===== src/rtl/bin2bcd_pkg.sv =====
// Shared definitions for the sequential binary-to-BCD converter:
// FSM state encoding and the add-3 correction constants.
package bin2bcd_pkg;

  typedef enum logic [1:0] {
    ST_IDLE   = 2'd0,
    ST_ADJUST = 2'd1,
    ST_SHIFT  = 2'd2,
    ST_DONE   = 2'd3
  } state_t;

  localparam logic [3:0] ADD3_THRESHOLD = 4'd5;
  localparam logic [3:0] ADD3_VALUE     = 4'd3;

endpackage


===== src/rtl/bin2bcd_seq_digit_adjust.sv =====
// Combinational add-3 cell for one BCD digit of the double-dabble datapath.
module bcd_digit_adjust
  import bin2bcd_pkg::*;
(
  input  logic [3:0] i_digit,
  output logic [3:0] o_digit
);

  // A digit of 5..9 becomes 8..12, so the 4-bit sum never carries out.
  always_comb begin
    if (i_digit >= ADD3_THRESHOLD) begin
      o_digit = i_digit + ADD3_VALUE;
    end else begin
      o_digit = i_digit;
    end
  end

endmodule


===== src/rtl/bin2bcd_seq.sv =====
// Self-sequenced shift-and-add-3 binary-to-BCD converter with start/done handshake,
// optional two's-complement input and overflow reporting for narrow digit counts.
module bin2bcd_seq
  import bin2bcd_pkg::*;
#(
  parameter int BIN_WIDTH   = 16,
  parameter int DIGITS      = 5,
  parameter int SIGNED_MODE = 0
) (
  input  logic                  clock,
  input  logic                  reset_n,
  input  logic                  start,
  input  logic [BIN_WIDTH-1:0]  input_data,
  output logic                  busy,
  output logic                  done,
  output logic [4*DIGITS-1:0]   bcd_out,
  output logic                  negative,
  output logic                  overflow
);

  localparam int BCD_W = 4 * DIGITS;
  localparam int SR_W  = BCD_W + BIN_WIDTH;
  localparam int CNT_W = $clog2(BIN_WIDTH + 1);

  state_t               r_state;
  state_t               w_next_state;
  logic [SR_W-1:0]      r_sr;
  logic [CNT_W-1:0]     r_cnt;
  logic                 r_ovf_sticky;
  logic                 r_sign;
  logic [BCD_W-1:0]     r_bcd_out;
  logic                 r_negative;
  logic                 r_overflow;

  logic [BCD_W-1:0]     w_adj_bcd;
  logic [SR_W-1:0]      w_shifted;
  logic                 w_shift_out;
  logic                 w_last_shift;
  logic                 w_accept;
  logic                 w_in_neg;
  logic [BIN_WIDTH-1:0] w_magnitude;

  for (genvar g = 0; g < DIGITS; g++) begin : g_digit
    bcd_digit_adjust u_adj (
      .i_digit (r_sr[BIN_WIDTH + 4*g +: 4]),
      .o_digit (w_adj_bcd[4*g +: 4])
    );
  end

  assign w_shifted    = {r_sr[SR_W-2:0], 1'b0};
  assign w_shift_out  = r_sr[SR_W-1];
  assign w_last_shift = (r_cnt == CNT_W'(BIN_WIDTH - 1));
  assign w_accept     = start && ((r_state == ST_IDLE) || (r_state == ST_DONE));
  assign w_in_neg     = (SIGNED_MODE != 0) && input_data[BIN_WIDTH-1];

  // Negation in BIN_WIDTH unsigned bits keeps the most-negative value exact.
  always_comb begin
    if (w_in_neg) begin
      w_magnitude = (~input_data) + {{(BIN_WIDTH-1){1'b0}}, 1'b1};
    end else begin
      w_magnitude = input_data;
    end
  end

  // State register.
  always_ff @(posedge clock or negedge reset_n) begin
    if (!reset_n) begin
      r_state <= ST_IDLE;
    end else begin
      r_state <= w_next_state;
    end
  end

  // Next-state logic.
  always_comb begin
    w_next_state = r_state;
    case (r_state)
      ST_IDLE:   w_next_state = start ? ST_ADJUST : ST_IDLE;
      ST_ADJUST: w_next_state = ST_SHIFT;
      ST_SHIFT:  w_next_state = w_last_shift ? ST_DONE : ST_ADJUST;
      ST_DONE:   w_next_state = start ? ST_ADJUST : ST_IDLE;
      default:   w_next_state = ST_IDLE;
    endcase
  end

  // Status outputs decoded from the state register.
  always_comb begin
    busy = 1'b0;
    done = 1'b0;
    case (r_state)
      ST_ADJUST, ST_SHIFT: busy = 1'b1;
      ST_DONE:             done = 1'b1;
      default: begin
        busy = 1'b0;
        done = 1'b0;
      end
    endcase
  end

  // Datapath: load, adjust, shift; results publish only on the final shift.
  always_ff @(posedge clock or negedge reset_n) begin
    if (!reset_n) begin
      r_sr         <= {SR_W{1'b0}};
      r_cnt        <= {CNT_W{1'b0}};
      r_ovf_sticky <= 1'b0;
      r_sign       <= 1'b0;
      r_bcd_out    <= {BCD_W{1'b0}};
      r_negative   <= 1'b0;
      r_overflow   <= 1'b0;
    end else begin
      case (r_state)
        ST_IDLE, ST_DONE: begin
          if (w_accept) begin
            r_sr         <= {{BCD_W{1'b0}}, w_magnitude};
            r_cnt        <= {CNT_W{1'b0}};
            r_ovf_sticky <= 1'b0;
            r_sign       <= w_in_neg;
          end
        end
        ST_ADJUST: begin
          r_sr <= {w_adj_bcd, r_sr[BIN_WIDTH-1:0]};
        end
        ST_SHIFT: begin
          r_sr         <= w_shifted;
          r_cnt        <= r_cnt + CNT_W'(1);
          r_ovf_sticky <= r_ovf_sticky | w_shift_out;
          if (w_last_shift) begin
            r_bcd_out  <= w_shifted[SR_W-1:BIN_WIDTH];
            r_overflow <= r_ovf_sticky | w_shift_out;
            r_negative <= r_sign;
          end
        end
        default: begin
          r_sr <= r_sr;
        end
      endcase
    end
  end

  assign bcd_out  = r_bcd_out;
  assign negative = r_negative;
  assign overflow = r_overflow;

endmodule


===== config.mk =====
export PLATFORM = sky130hd
export DESIGN_NAME = bin2bcd_seq
export DESIGN_NICKNAME = d
export VERILOG_FILES = /design/src/rtl/bin2bcd_pkg.sv /design/src/rtl/bin2bcd_seq_digit_adjust.sv /design/src/rtl/bin2bcd_seq.sv
export SDC_FILE = /design/constraint.sdc
export NUM_CORES = 1
export LEC_CHECK = 0
export CAP_MARGIN = 20
export CORE_ASPECT_RATIO = 0.7
export CORE_MARGIN = 1.5
export CORE_UTILIZATION = 55
export DETAILED_ROUTE_END_ITERATION = 6
export GPL_ROUTABILITY_DRIVEN = 0
export PLACE_DENSITY = 0.88
export SYNTH_ARGS = -nofsm -noshare
export SYNTH_HDL_FRONTEND = slang
export SYNTH_SLANG_ARGS = --single-unit

===== constraint.sdc =====
create_clock -name clock -period 2.45 [get_ports clock]
set_input_delay 0.49 -clock clock [delete_from_list [all_inputs] [get_ports clock]]
set_output_delay 0.49 -clock clock [all_outputs]
set_load 0.05 [all_outputs]

==> metrics.yaml, run 1 <==
switching_share: 0.426
drt-initial-drc-count: 260
synth-seq-cells: 65
post_dp_cell_area_mm2: 0.00372
synth_top_family_by_area: "compound AO/OA/AOI/OAI gates"
cp-start-kind: "flop"
layout.nets: 394
ant_nets: 0
grt_overflow: 0
crit_family: "buffers and inverters"
cp_slowest_cell: "ha_1"
drive_above_1_share: 0.132
drt_wl_total_um: 7100
hold-worst-slack_ns: 0.107
stdcell_area_mm2: 0.00389
slew_violations: 0
antenna_found_initial: 0
yosys.area_share.simple: 0.107
syn_area_mm2: 0.00322
cts_buffer_depth: 2
p_switching_w: 0.00187
cp_slowest_stage_delay_ns: 0.50
arrival_ns: 1.77
grt_max_degree: 45
drc: 0
p_int_w: 0.00252
synth_most_common_cell: "dfrtp_1"
path_buf_inv: 3
hold_viol: 0
synth_edf_count: 0
worstSkewPairLatency_ns: 0.34
viasPerCell: 5.77
n_antenna_cell: 0
root_buffer: "clkbuf_8"
num_rows: 23
cts_sinks: 65
die_w_um: 94.4
power.density_mw_per_mm2: 1130
grt_pass1_vias: 2448
cts_resized: 0
hpwl_um: 4930
fmax_mhz: 442
seq_area_frac_synth: 0.505
core_area_mm2: 0.00570
synth_fa_ha_area_frac: 0.0622
final_util: 0.682
p_leak_nw: 1.71
synth_top_area_frac: 0.505
synthesis.nets: 350
worst_path_most_repeated_cell: "inv_1"
tns_ns: 0
cts_tree: "built"
wl_per_cell_um: 16.2
yosys_warnings: 0
peakVddDrop_uv: 586
syn_inst: 315
skew_ns: 0.00405
timing.final.crit_share: 0.924
grtUsageTotal: 0.246
critPathRequiredTime_ns: 1.96
hp-class: "input pin to async pin"
criticalPathCategory: "flop to primary output"
synth_flop_cell: "dfrtp_1"
path_clk_slew_ns: 0.07
synth_commonest_cells: "dfrtp_1, o21ai_0, nand2_1"
dieHeight_um: 67.0
htreeDepth: 3
critPathCaptureType: "primary output"
worst_pin_slew_ns: 0.638
p_seq_frac: 0.364
ios: 43
synthTopCellsByArea: "dfrtp_1, ha_1, o21ai_0"
synth_compound_area_frac: 0.214
synth_largest_area_cell: "dfrtp_1"
io_buffers: 41
hold_buffers: 0
status: "finished clean"
muxShareOfSynthArea: 0.0385
synthToLayoutAreaGrowth_pct: 20.8
grt_pass1_wl_um: 11600
path_cells: "inv_1, ha_1, inv_1, buf_4"
ys_types: 37
avgSynthCellArea_um2: 10.2
path_max_fanout: 11
async_flop_share: 1.00
die-area_mm2: 0.00633
p_clk_frac: 0.175
setup_violations: 0
synth_xor_xnor_area_share: 0.0245
start_util: 0.565
cts_buffers: 9
slew_headroom: 0.575
post_cts_buffers: 0
rsz0062_at_grt: "false"
dr_total_vias: 2528
first_pass_iters: 5
drv_cap: 0
power.total_w: 0.00440
pwr-share-comb: 0.461
fin_crit_ns: 2.26
-- sequential cells by signal (all words and copies together) (netlist names) --
register / count
bcd_out: 20
overflow: 1
r_cnt: 5
r_ovf_sticky: 1
r_sr: 36
r_state: 2
-- cells in the final DEF (no fill, tap or decap), types with 3 or more instances in the layout --
cell,n
a21oi_1,18
a22o_1,5
a22oi_1,21
a2bb2oi_1,3
a32o_1,3
a32oi_1,4
buf_4,9
clkbuf_8,10
clkdlybuf4s50_1,39
dfrtp_1,65
ha_1,16
inv_1,15
mux2_2,11
nand2_1,25
nand2b_1,6
nand3_1,4
nor2_1,23
o21ai_0,34
o22ai_1,3
o2bb2ai_1,6
or2_2,8
xnor2_1,6
xor2_1,3
-- power groups by stage --
stage | clock (W) | sequential, W | combinational (W)
2_1_floorplan | 0 | 0.00154 | 0.00154
3_3_place_gp | 0 | 0.00159 | 0.00189
3_5_place_dp | 0 | 0.00160 | 0.00199
4_1_cts | 0.000783 | 0.00159 | 0.00201
5_1_grt | 0.000838 | 0.00163 | 0.00223
6_report | 0.000768 | 0.00160 | 0.00203
-- metal layers --
layer	wire length [um]	global-route usage
met5	0	0
met4	106	0.0802
met3	357	0.0822
met2	3320	0.370
met1	3310	0.336
-- area by class of cell --
type                            instances  area [um2]
Sequential cell                        65        1630
Timing Repair Buffer                   51         503
Multi-Input combinational cell        216        1440
Fill cell                             424        1810
Clock inverter                          3        17.5
Clock buffer                           12         145
Inverter                               16        60.1
Tap cell                               75        93.8
-- path summary, 6_finish.rpt --
| check | start | end | slack (ns) | cells past startpoint |
|---|---|---|---|---|
| worst max-delay path | r_state[0] | busy | 0.19 | 4 |
| worst min-delay path | reset_n | bcd_out[5] | 0.11 | 1 |
| worst max register to register | r_state[1] | r_sr[16] | 0.22 | 6 |
| worst min register to register | bcd_out[10] | bcd_out[10] | 0.48 | 2 |
| max in group asynchronous | reset_n | r_sr[13] | 1.73 | 2 |
| min in group clock | bcd_out[10] | bcd_out[10] | 0.48 | 2 |
-- per-stage QoR --
stage | setup WS [ns] | std cells
floorplan | 0.634 | 315
global placement | 0.411 | 423
detailed placement | 0.283 | 423
CTS | 0.199 | 438
global route | 0.0883 | 438
finish | 0.185 | 438
-- kinds of logic (layout without fill, tap and decap cells) --
kind of cell	after synthesis	in the layout
xor gates and xnor gates	9	9
AOI/OAI and AO/OA	105	105
muxes	11	11
buffers and inverters	34	82
other	1	1
and+or+nand+nor	74	74
adders and majority gates	16	16
DFF	65	65
Note: power is estimated with default switching activity, not from simulation.
==> run 2: changes to the inputs <==
--- a/config.mk
+++ b/config.mk
@@ -11,6 +11,7 @@
 export CORE_UTILIZATION = 55
 export DETAILED_ROUTE_END_ITERATION = 6
 export GPL_ROUTABILITY_DRIVEN = 0
+export GPL_TIMING_DRIVEN = 1
 export PLACE_DENSITY = 0.88
 export SYNTH_ARGS = -nofsm -noshare
 export SYNTH_HDL_FRONTEND = slang
==> results of run 2 <==
No change in the layout: final DEF, timing and power equal those of run 1.
==> run 3: changes to the inputs <==
==> constraint.sdc (replaced) <==
create_clock -name clock -period 2.45 [get_ports clock]
set_input_delay 0.245 -clock clock [delete_from_list [all_inputs] [get_ports clock]]
set_output_delay 0.245 -clock clock [all_outputs]
set_load 0.05 [all_outputs]
==> run 3 against run 2 <==
Combinational power is essentially flat. Largest cell class unchanged. Utilization grew 1.5 points. Largest power group unchanged. Highest routed layer unchanged. Die area is the same. Worst setup slack worse by 0.029 ns. Worst hold slack better by 0.31 ns.
==> metrics.yaml, run 3 (same netlist as run 1, synthesis figures left out) <==
drv_cap: 0  # unchanged
path_cells: "inv_1, ha_1, inv_2, a211oi_1, or2_2, mux2_2"  # was inv_1, ha_1, inv_1, buf_4
hold_viol: 0  # unchanged
power.density_mw_per_mm2: 1190  # was 1130 mW/mm2
first_pass_iters: 4  # was 5
hpwl_um: 4780  # was 4930 um
num_rows: 23  # unchanged
ios: 43  # unchanged
final_util: 0.697  # was 0.682
path_clk_slew_ns: 0.07  # about the same
peakVddDrop_uv: 641  # was 586 uV
drive_above_1_share: 0.135  # was 0.132
cts_sinks: 65  # unchanged
criticalPathCategory: "flop to flop"  # was flop to primary output
drc: 0  # unchanged
cp-start-kind: "flop"  # unchanged
drt-initial-drc-count: 195  # was 260
largest-register: "r_sr"  # unchanged
layout_commonest_cell: "dfrtp_1"  # unchanged
largest_reg_flops: 36  # unchanged
setup_violations: 0  # unchanged
n_antenna_cell: 0  # unchanged
die-area_mm2: 0.00633  # unchanged
grt_max_degree: 66  # was 45
worst_pin_slew_ns: 0.659  # was 0.638 ns
most-common-layout-cells: "dfrtp_1, clkdlybuf4s50_1, o21ai_0, nand2_1, nor2_1"  # unchanged
cts_buffers: 9  # unchanged
slew_violations: 0  # unchanged
cp_slowest_stage_delay_ns: 0.58  # was 0.50 ns
hold-worst-slack_ns: 0.418  # was 0.107 ns
cts_buffer_depth: 2  # unchanged
grt_pass1_vias: 2348  # was 2448
hp-class: "input pin to async pin"  # unchanged
critPathRequiredTime_ns: 2.67  # was 1.96 ns
drt_wl_total_um: 7040  # was 7100 um
arrival_ns: 2.52  # was 1.77 ns
slew_headroom: 0.561  # was 0.575
dr_total_vias: 2494  # was 2528
status: "finished clean"  # unchanged
core_area_mm2: 0.00570  # unchanged
path_max_fanout: 16  # was 11
synthToLayoutAreaGrowth_pct: 23.4  # was 20.8%
tns_ns: 0  # unchanged
cts_tree: "built"  # unchanged
power.total_w: 0.00472  # was 0.00440 W
fin_cells: 439  # was 438
rsz0062_at_grt: "false"  # unchanged
start_util: 0.565  # unchanged
cp_slowest_cell: "ha_1"  # unchanged
die_w_um: 94.4  # unchanged
cts_resized: 0  # unchanged
skew_ns: 0.00876  # was 0.00405 ns
p_leak_nw: 1.75  # was 1.71 nW
ant_nets: 0  # unchanged
fill_cells: 433  # was 424
multi_input_area_mm2: 0.00144  # unchanged
antenna_found_initial: 0  # unchanged
fin_crit_ns: 2.29  # was 2.26 ns
root_buffer: "clkbuf_8"  # unchanged
layout.nets: 394  # unchanged
grtUsageTotal: 0.243  # was 0.246
dp.cells: 422  # was 423
dieHeight_um: 67.0  # unchanged
fmax_mhz: 436  # was 442 MHz
grt_pass1_wl_um: 11300  # was 11600 um
critPathCaptureType: "flop"  # was primary output
viasPerCell: 5.68  # was 5.77
io_buffers: 41  # unchanged
timing.final.crit_share: 0.936  # was 0.924
grt_overflow: 0  # unchanged
path_buf_inv: 2  # was 3
worstSkewPairLatency_ns: 0.34  # about the same
seq_area_mm2: 0.00163  # unchanged
htreeDepth: 3  # unchanged
crit_family: "adder cells"  # was buffers and inverters
wl_per_cell_um: 16.0  # was 16.2 um
## run 3: changes by cell type in the layout (fill, tap and decap cells not counted)
cell	change
dlygate4sd3_1	+1
buf_4	-1
clkinv_2	-1
clkbuf_1	-1
bufinv_16	+3
## run 3: final cells by class
cell class | count | share of cell area
clock buffer | 11 | 0.0356
clock inverter | 5 | 0.0258
inverter | 16 | 0.0151
multi-input combinational | 216 | 0.363
sequential | 65 | 0.410
tap | 75 | 0.0236
timing repair buffer | 51 | 0.127
## run 3: timing repair
action	4_1_cts	5_1_grt
setup buffers	0	0
endpoints found under the hold margin	65	0
hold buffers	1	0
## run 3: stage by stage
step           area (um2)  worst slack [ns]
3_5_place_dp         3720             0.230
3_3_place_gp         3720             0.400
2_1_floorplan        3220             0.634
5_1_grt              3970            0.0321
4_1_cts              3970             0.203
6_report             3970             0.157
## run 3: metal layers
metal | share of wire | global-route usage
met1 | 0.44 | 0.324
met2 | 0.48 | 0.365
met3 | 0.070 | 0.0799
met4 | 0.011 | 0.0970
met5 | 0 | 0
## run 3: power by group
group / internal, W / switching, W
clock: 0.000702 / 0.000402
sequential: 0.00135 / 0.000255
combinational: 0.000795 / 0.00122
## run 3: worst reg2reg max path: stages, from the launching register on
cell      delay, ns
dfrtp_1        0.40
inv_1          0.09
ha_1           0.58
inv_2          0.27
a211oi_1       0.31
or2_2          0.19
mux2_2         0.33
## run 3: final timing paths
kind                            start    endpoint  slack (ns)  depth (start not counted)
setup reg to reg           r_state[1]    r_sr[16]        0.16                          6
setup / recovery           r_state[1]    r_sr[16]        0.16                          6
max in group asynchronous     reset_n  bcd_out[1]        1.72                          3
hold reg to reg              r_cnt[3]    r_cnt[3]        0.47                          1
min in group clock           r_cnt[3]    r_cnt[3]        0.47                          1
hold / removal                reset_n  bcd_out[5]        0.42                          3
